[src/rtl/uart_pkg.sv]
`default_nettype none
// +----------------------------------------------------------------------+
// | uart_pkg : shared UART types and constants                          |
// | Revision : 1.0                                                      |
// +----------------------------------------------------------------------+
package uart_pkg;

  typedef enum logic [2:0] {
    IDLE   = 3'd0,
    START  = 3'd1,
    DATA   = 3'd2,
    PARITY = 3'd3,
    STOP   = 3'd4
  } uart_state_t;

  localparam int CLKS_115200_100MHZ = 868;

  localparam int EVEN = 0;
  localparam int ODD  = 1;

endpackage
`default_nettype wire

[src/rtl/uart_sync.sv]
`default_nettype none
// +----------------------------------------------------------------------+
// | uart_sync : STAGES-flop synchroniser, resets to the idle-high level |
// | Revision  : 1.0                                                     |
// +----------------------------------------------------------------------+
module uart_sync #(
  parameter int STAGES = 2
) (
  input  logic clk,
  input  logic rst,
  input  logic i_async,
  output logic o_sync
);

  logic [STAGES-1:0] r_sync;

  always_ff @(posedge clk) begin
    if (rst) begin
      r_sync <= '1;
    end else begin
      r_sync <= {r_sync[STAGES-2:0], i_async};
    end
  end

  assign o_sync = r_sync[STAGES-1];

endmodule
`default_nettype wire

[src/rtl/uart_rx_param.sv]
`default_nettype none
// +----------------------------------------------------------------------+
// | uart_rx_param : parametrised UART receiver with valid/ready output  |
// | Optional parity stage enabled by macro UART_RX_PARITY_EN            |
// | Revision      : 1.0                                                 |
// +----------------------------------------------------------------------+
module uart_rx_param
  import uart_pkg::*;
#(
  parameter int CLKS_PER_BIT = CLKS_115200_100MHZ,
  parameter int DATA_BITS    = 8,
  parameter int STOP_BITS    = 1,
  parameter int SYNC_STAGES  = 2,
  parameter int PARITY_ODD   = 0
) (
  input  logic                 clk,
  input  logic                 rst,
  input  logic                 rx,
  output logic [DATA_BITS-1:0] data_out,
  output logic                 data_valid,
  input  logic                 data_ready,
  output logic                 frame_err,
  output logic                 parity_err,
  output logic                 overrun,
  output logic                 busy
);

  localparam int CW = $clog2(CLKS_PER_BIT);
  localparam int IW = $clog2(DATA_BITS);
  localparam logic [CW-1:0] C_HALF      = CW'((CLKS_PER_BIT - 1) / 2);
  localparam logic [CW-1:0] C_TERM      = CW'(CLKS_PER_BIT - 1);
  localparam logic [IW-1:0] C_LAST_BIT  = IW'(DATA_BITS - 1);
  localparam logic [IW-1:0] C_LAST_STOP = IW'(STOP_BITS - 1);

  if (CLKS_PER_BIT < 4 || DATA_BITS < 5 || DATA_BITS > 9 ||
      STOP_BITS < 1 || STOP_BITS > 2 || SYNC_STAGES < 2 ||
      (PARITY_ODD != EVEN && PARITY_ODD != ODD)) begin : g_bad_param
    $error("uart_rx_param: illegal parameter set");
  end

  logic                 w_rx_s;
  uart_state_t          r_state;
  logic [CW-1:0]        r_cnt;
  logic [IW-1:0]        r_idx;
  logic [DATA_BITS-1:0] r_shift;
  logic                 r_frame;
  logic                 w_term;
  logic                 w_commit;

  uart_sync #(
    .STAGES (SYNC_STAGES)
  ) u_sync (
    .clk     (clk),
    .rst     (rst),
    .i_async (rx),
    .o_sync  (w_rx_s)
  );

  assign w_term   = (r_cnt == C_TERM);
  assign w_commit = (r_state == STOP) && w_term && (r_idx == C_LAST_STOP);
  assign busy     = (r_state != IDLE);

`ifdef UART_RX_PARITY_EN
  localparam logic C_PAR_INIT = (PARITY_ODD == ODD);
  logic r_par_bit;
  logic r_par_err;
  assign parity_err = r_par_err;
`else
  assign parity_err = 1'b0;
`endif

  always_ff @(posedge clk) begin
    if (rst) begin
      r_state    <= IDLE;
      r_cnt      <= '0;
      r_idx      <= '0;
      r_shift    <= '0;
      r_frame    <= 1'b0;
      data_out   <= '0;
      data_valid <= 1'b0;
      frame_err  <= 1'b0;
      overrun    <= 1'b0;
`ifdef UART_RX_PARITY_EN
      r_par_bit  <= 1'b0;
      r_par_err  <= 1'b0;
`endif
    end else begin
      overrun <= 1'b0;
      case (r_state)
        IDLE: begin
          r_cnt <= '0;
          r_idx <= '0;
          if (!w_rx_s) begin
            r_state <= START;
            r_frame <= 1'b0;
          end
        end
        START: begin
          if (r_cnt == C_HALF) begin
            r_cnt   <= '0;
            r_state <= w_rx_s ? IDLE : DATA;
          end else begin
            r_cnt <= r_cnt + 1'b1;
          end
        end
        DATA: begin
          if (w_term) begin
            // Shift in at the MSB so the first bit on the line ends up at the LSB.
            r_shift <= {w_rx_s, r_shift[DATA_BITS-1:1]};
            r_cnt   <= '0;
            if (r_idx == C_LAST_BIT) begin
              r_idx <= '0;
`ifdef UART_RX_PARITY_EN
              r_state <= PARITY;
`else
              r_state <= STOP;
`endif
            end else begin
              r_idx <= r_idx + 1'b1;
            end
          end else begin
            r_cnt <= r_cnt + 1'b1;
          end
        end
`ifdef UART_RX_PARITY_EN
        PARITY: begin
          if (w_term) begin
            r_par_bit <= w_rx_s;
            r_cnt     <= '0;
            r_state   <= STOP;
          end else begin
            r_cnt <= r_cnt + 1'b1;
          end
        end
`endif
        STOP: begin
          if (w_term) begin
            r_cnt <= '0;
            if (!w_rx_s) begin
              r_frame <= 1'b1;
            end
            if (r_idx == C_LAST_STOP) begin
              r_idx   <= '0;
              r_state <= IDLE;
            end else begin
              r_idx <= r_idx + 1'b1;
            end
          end else begin
            r_cnt <= r_cnt + 1'b1;
          end
        end
        default: r_state <= IDLE;
      endcase

      // A commit in the same cycle as a handshake keeps data_valid asserted.
      if (w_commit) begin
        data_out   <= r_shift;
        frame_err  <= r_frame | ~w_rx_s;
        data_valid <= 1'b1;
        overrun    <= data_valid & ~data_ready;
`ifdef UART_RX_PARITY_EN
        r_par_err  <= r_par_bit ^ ^r_shift ^ C_PAR_INIT;
`endif
      end else if (data_valid && data_ready) begin
        data_valid <= 1'b0;
      end
    end
  end

endmodule
`default_nettype wire
[config.mk]
export PLATFORM = sky130hd
export DESIGN_NAME = uart_rx_param
export DESIGN_NICKNAME = d
export VERILOG_FILES = /design/src/rtl/uart_pkg.sv /design/src/rtl/uart_sync.sv /design/src/rtl/uart_rx_param.sv
export SDC_FILE = /design/constraint.sdc
export NUM_CORES = 1
export LEC_CHECK = 0
export CORE_MARGIN = 4
export CORE_UTILIZATION = 40
export CTS_BUF_LIST = sky130_fd_sc_hd__clkbuf_8
export DETAILED_ROUTE_END_ITERATION = 12
export GPL_ROUTABILITY_DRIVEN = 1
export HOLD_SLACK_MARGIN = 0.02
export SYNTH_ARGS = -nofsm -noshare
export SYNTH_HDL_FRONTEND = slang
export SYNTH_HIERARCHICAL = 1
export SYNTH_SLANG_ARGS = --single-unit
[constraint.sdc]
create_clock -name clk -period 3.5 [get_ports clk]
set_clock_uncertainty 0.1 [all_clocks]
set_input_delay 0.35 -clock clk [delete_from_list [all_inputs] [get_ports clk]]
set_output_delay 0.35 -clock clk [all_outputs]
set_load 0.01 [all_outputs]
==> impl_metrics.sql <==
INSERT INTO impl_metrics (metric_group, metric, value, unit) VALUES
('sta', 'drv_slew', '0', ''),
('drt', 'via_per_inst', '5.55', ''),
('power_and_ir_drop', 'intPower', '0.580', 'mW'),
('floorplanning', 'core.rowCount', '23', ''),
('sta', 'worst_hold_slack', '0.316', 'ns'),
('clocking', 'tritoncts', 'done', ''),
('placed_design', 'placed_cells_incl_taps', '246', ''),
('clocking', 'clock_insertion_delay_worst_skew', '0.29', 'ns'),
('setup_path', 'critical_path.max_stage_delay', '0.93', 'ns'),
('synth', 'yosysWarningCount', '6', ''),
('power_and_ir_drop', 'vdd_drop_max', '167', 'µV'),
('floorplanning', 'chipWidth', '73.9', 'µm'),
('global_route', 'gr-total-overflow', '0', ''),
('power_and_ir_drop', 'clock_power_share', '37.4', '%'),
('sta', 'postLayoutSetupSlackWorst', '1.10', 'ns'),
('sta', 'setup_viol', '0', ''),
('placed_design', 'placedInstanceArea', '1910', 'µm²'),
('clocking', 'cts-hold-fix-buffers', '0', ''),
('setup_path', 'start_kind', 'flip-flop', ''),
('drt', 'route.antenna.remaining_nets', '0', ''),
('setup_path', 'setup.worst_path.class', 'flip-flop to flip-flop', ''),
('final_layout', 'diodes', '0', ''),
('clocking', 'cts_post_setup_buffers_inserted', '0', ''),
('final_layout', 'postLayoutCellArea', '1990', 'µm²'),
('setup_path', 'reg2reg_slack', '1.10', 'ns'),
('flow_run', 'maxCapViolations', '0', ''),
('clocking', 'cts.clk_slew.worst_paths', '0.07', 'ns'),
('synth', 'synth_enable_flop_cells', '0', ''),
('floorplanning', 'floorplan.initialDensity', '42.5', '%'),
('drt', 'vias', '1403', ''),
('power_and_ir_drop', 'power_density', '377', 'nW/µm²'),
('clocking', 'clock_tree_buffer_depth', '2', ''),
('power_and_ir_drop', 'report.power.total', '0.749', 'mW'),
('synth', 'post_synth_inst_count', '189', ''),
('drt', 'dr.pass1.iters', '4', ''),
('placed_design', 'io_buffers', '15', ''),
('setup_path', 'crit_required', '3.61', 'ns'),
('power_and_ir_drop', 'switching_power', '0.169', 'mW'),
('synth', 'ys_ff_latch', '38', ''),
('sta', 'max_freq', '417', 'MHz'),
('sta', 'rsz_0062_raised_after_global_routing', 'no', ''),
('synth', 'syn_area', '1740', 'µm²'),
('synth', 'synthArstFlopShare', '0', '%'),
('setup_path', 'worstSetupEndpoint', 'r_cnt[8]', ''),
('status', 'status', 'complete, no violations', ''),
('final_layout', 'nNetsFinal', '212', ''),
('drt', 'drt_drc_violations_left', '0', ''),
('clocking', 'cts_buffers', '5', ''),
('floorplanning', 'height_of_the_die', '73.9', 'µm'),
('global_route', 'grt_first_pass_wirelength', '5820', 'µm'),
('clocking', 'cts.sinks', '38', ''),
('placed_design', 'hpwl', '2450', 'µm'),
('hold_path', 'hold_path.class', 'flip-flop to flip-flop', ''),
('placed_design', 'gp_routability_congestion', '0.831', ''),
('sta', 'timing.final.hold_violations', '0', ''),
('drt', 'drtIter0Drc', '83', ''),
('drt', 'wl', '3480', 'µm'),
('placed_design', 'pre_cts_slack', '1.18', 'ns'),
('synth', 'dominantRegCellSynth', 'sky130_fd_sc_hd__dfxtp_1', ''),
('final_layout', 'layout_cell_share_with_drive_strength_beyond_1', '6.90', '%'),
('synth', 'seq_area_frac_synth', '43.8', '%'),
('sta', 'fin_crit', '2.40', 'ns'),
('synth', 'post_synth.cell_area_avg', '9.19', 'µm²'),
('power_and_ir_drop', 'pwr-share-comb', '4.0', '%'),
('floorplanning', 'core_area', '4090', 'µm²'),
('synth', 'postSynthNetCount', '198', ''),
('setup_path', 'crit_path_max_fanout', '11', ''),
('clocking', 'clockRootBuffer', 'sky130_fd_sc_hd__clkbuf_8', ''),
('global_route', 'grt_antenna_before_repair', '0', ''),
('power_and_ir_drop', 'power.share.switching', '22.5', '%'),
('clocking', 'cts_resized', '0', '');
## layout make-up
cell class / instances / area [µm²]
clock inverter: 2 / 10.0
timing repair buffer: 16 / 158
tap: 50 / 62.6
inverter: 6 / 22.5
multi-input combinational: 136 / 907
clock buffer: 5 / 68.8
fill: 391 / 2100
sequential: 38 / 761
## how the worst min path moves through the flow
| stage | depth (start not counted) | end | from | slack [ns] |
|---|---|---|---|---|
| 3_5_place_dp | 1 | u_sync/r_sync[1] | u_sync/r_sync[0] | 0.31 |
| 4_1_cts | 1 | u_sync/r_sync[1] | u_sync/r_sync[0] | 0.32 |
| 5_1_grt | 1 | u_sync/r_sync[1] | u_sync/r_sync[0] | 0.35 |
| 3_3_place_gp | 1 | u_sync/r_sync[1] | u_sync/r_sync[0] | 0.29 |
| 2_1_floorplan | 1 | u_sync/r_sync[1] | u_sync/r_sync[0] | 0.28 |
| 6_report | 1 | u_sync/r_sync[1] | u_sync/r_sync[0] | 0.32 |
## metal layers
metal  global-route usage, %  routed length, µm  share of wire (%)
met4                    4.83                 51                1.5
met3                    4.10                128                3.7
met5                       0                  0                  0
met1                    18.4               1740                 50
met2                    20.7               1560                 45
## state kept, by name (all words and copies together) (netlist names)
register,cells
data_valid,1
frame_err,1
r_idx,3
data_out,8
r_cnt,10
r_shift,8
overrun,1
r_frame,1
u_sync/r_sync,2
r_state,3
## kinds of logic after synthesis
| family | Yosys count | synth area share (%) |
|---|---|---|
| XOR/XNOR | 2 | 1.01 |
| adder cells (fa/ha/maj) | 5 | 3.60 |
| flip-flops | 38 | 43.8 |
| AND/OR/NAND/NOR | 71 | 22.3 |
| multiplexers | 17 | 9.80 |
| AO/OA/AOI/OAI | 40 | 15.3 |
| other | 1 | 0.216 |
| buffers and inverters | 15 | 3.96 |
## worst max-delay path: cells and delay by family, from the launching register on
kind            cells  cell delay, ns
compound gates      4            1.59
flops               1            0.50
simple gates        1            0.13
## power groups by stage
stage	Sequential [mW]	Clock (mW)	Combinational (mW)
after global routing	0.439	0.312	0.0330
after detailed placement	0.448	0	0.0297
after global placement	0.448	0	0.0298
after CTS	0.438	0.295	0.0298
after floorplan	0.446	0	0.0218
final	0.439	0.281	0.0301
## synthesized netlist by cell type, types with 2 or more instances
| master | instances | area share [%] |
|---|---|---|
| sky130_fd_sc_hd__dfxtp_1 | 38 | 44 |
| sky130_fd_sc_hd__nor2_1 | 25 | 5.4 |
| sky130_fd_sc_hd__mux2i_1 | 17 | 9.8 |
| sky130_fd_sc_hd__a21oi_1 | 13 | 3.7 |
| sky130_fd_sc_hd__nand2b_1 | 9 | 3.2 |
| sky130_fd_sc_hd__clkbuf_1 | 6 | 1.3 |
| sky130_fd_sc_hd__inv_1 | 6 | 1.3 |
| sky130_fd_sc_hd__nand2_1 | 6 | 1.3 |
| sky130_fd_sc_hd__a31oi_1 | 5 | 1.8 |
| sky130_fd_sc_hd__ha_1 | 5 | 3.6 |
| sky130_fd_sc_hd__nand3_1 | 5 | 1.4 |
| sky130_fd_sc_hd__and3_1 | 4 | 1.4 |
| sky130_fd_sc_hd__nor3_1 | 4 | 1.2 |
| sky130_fd_sc_hd__o21ai_0 | 4 | 1.2 |
| sky130_fd_sc_hd__o31ai_1 | 3 | 1.3 |
| sky130_fd_sc_hd__or2_1 | 3 | 1.1 |
| sky130_fd_sc_hd__a22oi_1 | 2 | 0.86 |
| sky130_fd_sc_hd__a41oi_1 | 2 | 1.0 |
| sky130_fd_sc_hd__nand3b_1 | 2 | 0.86 |
| sky130_fd_sc_hd__or3_1 | 2 | 0.72 |
Power figures use the tool's default switching activity.
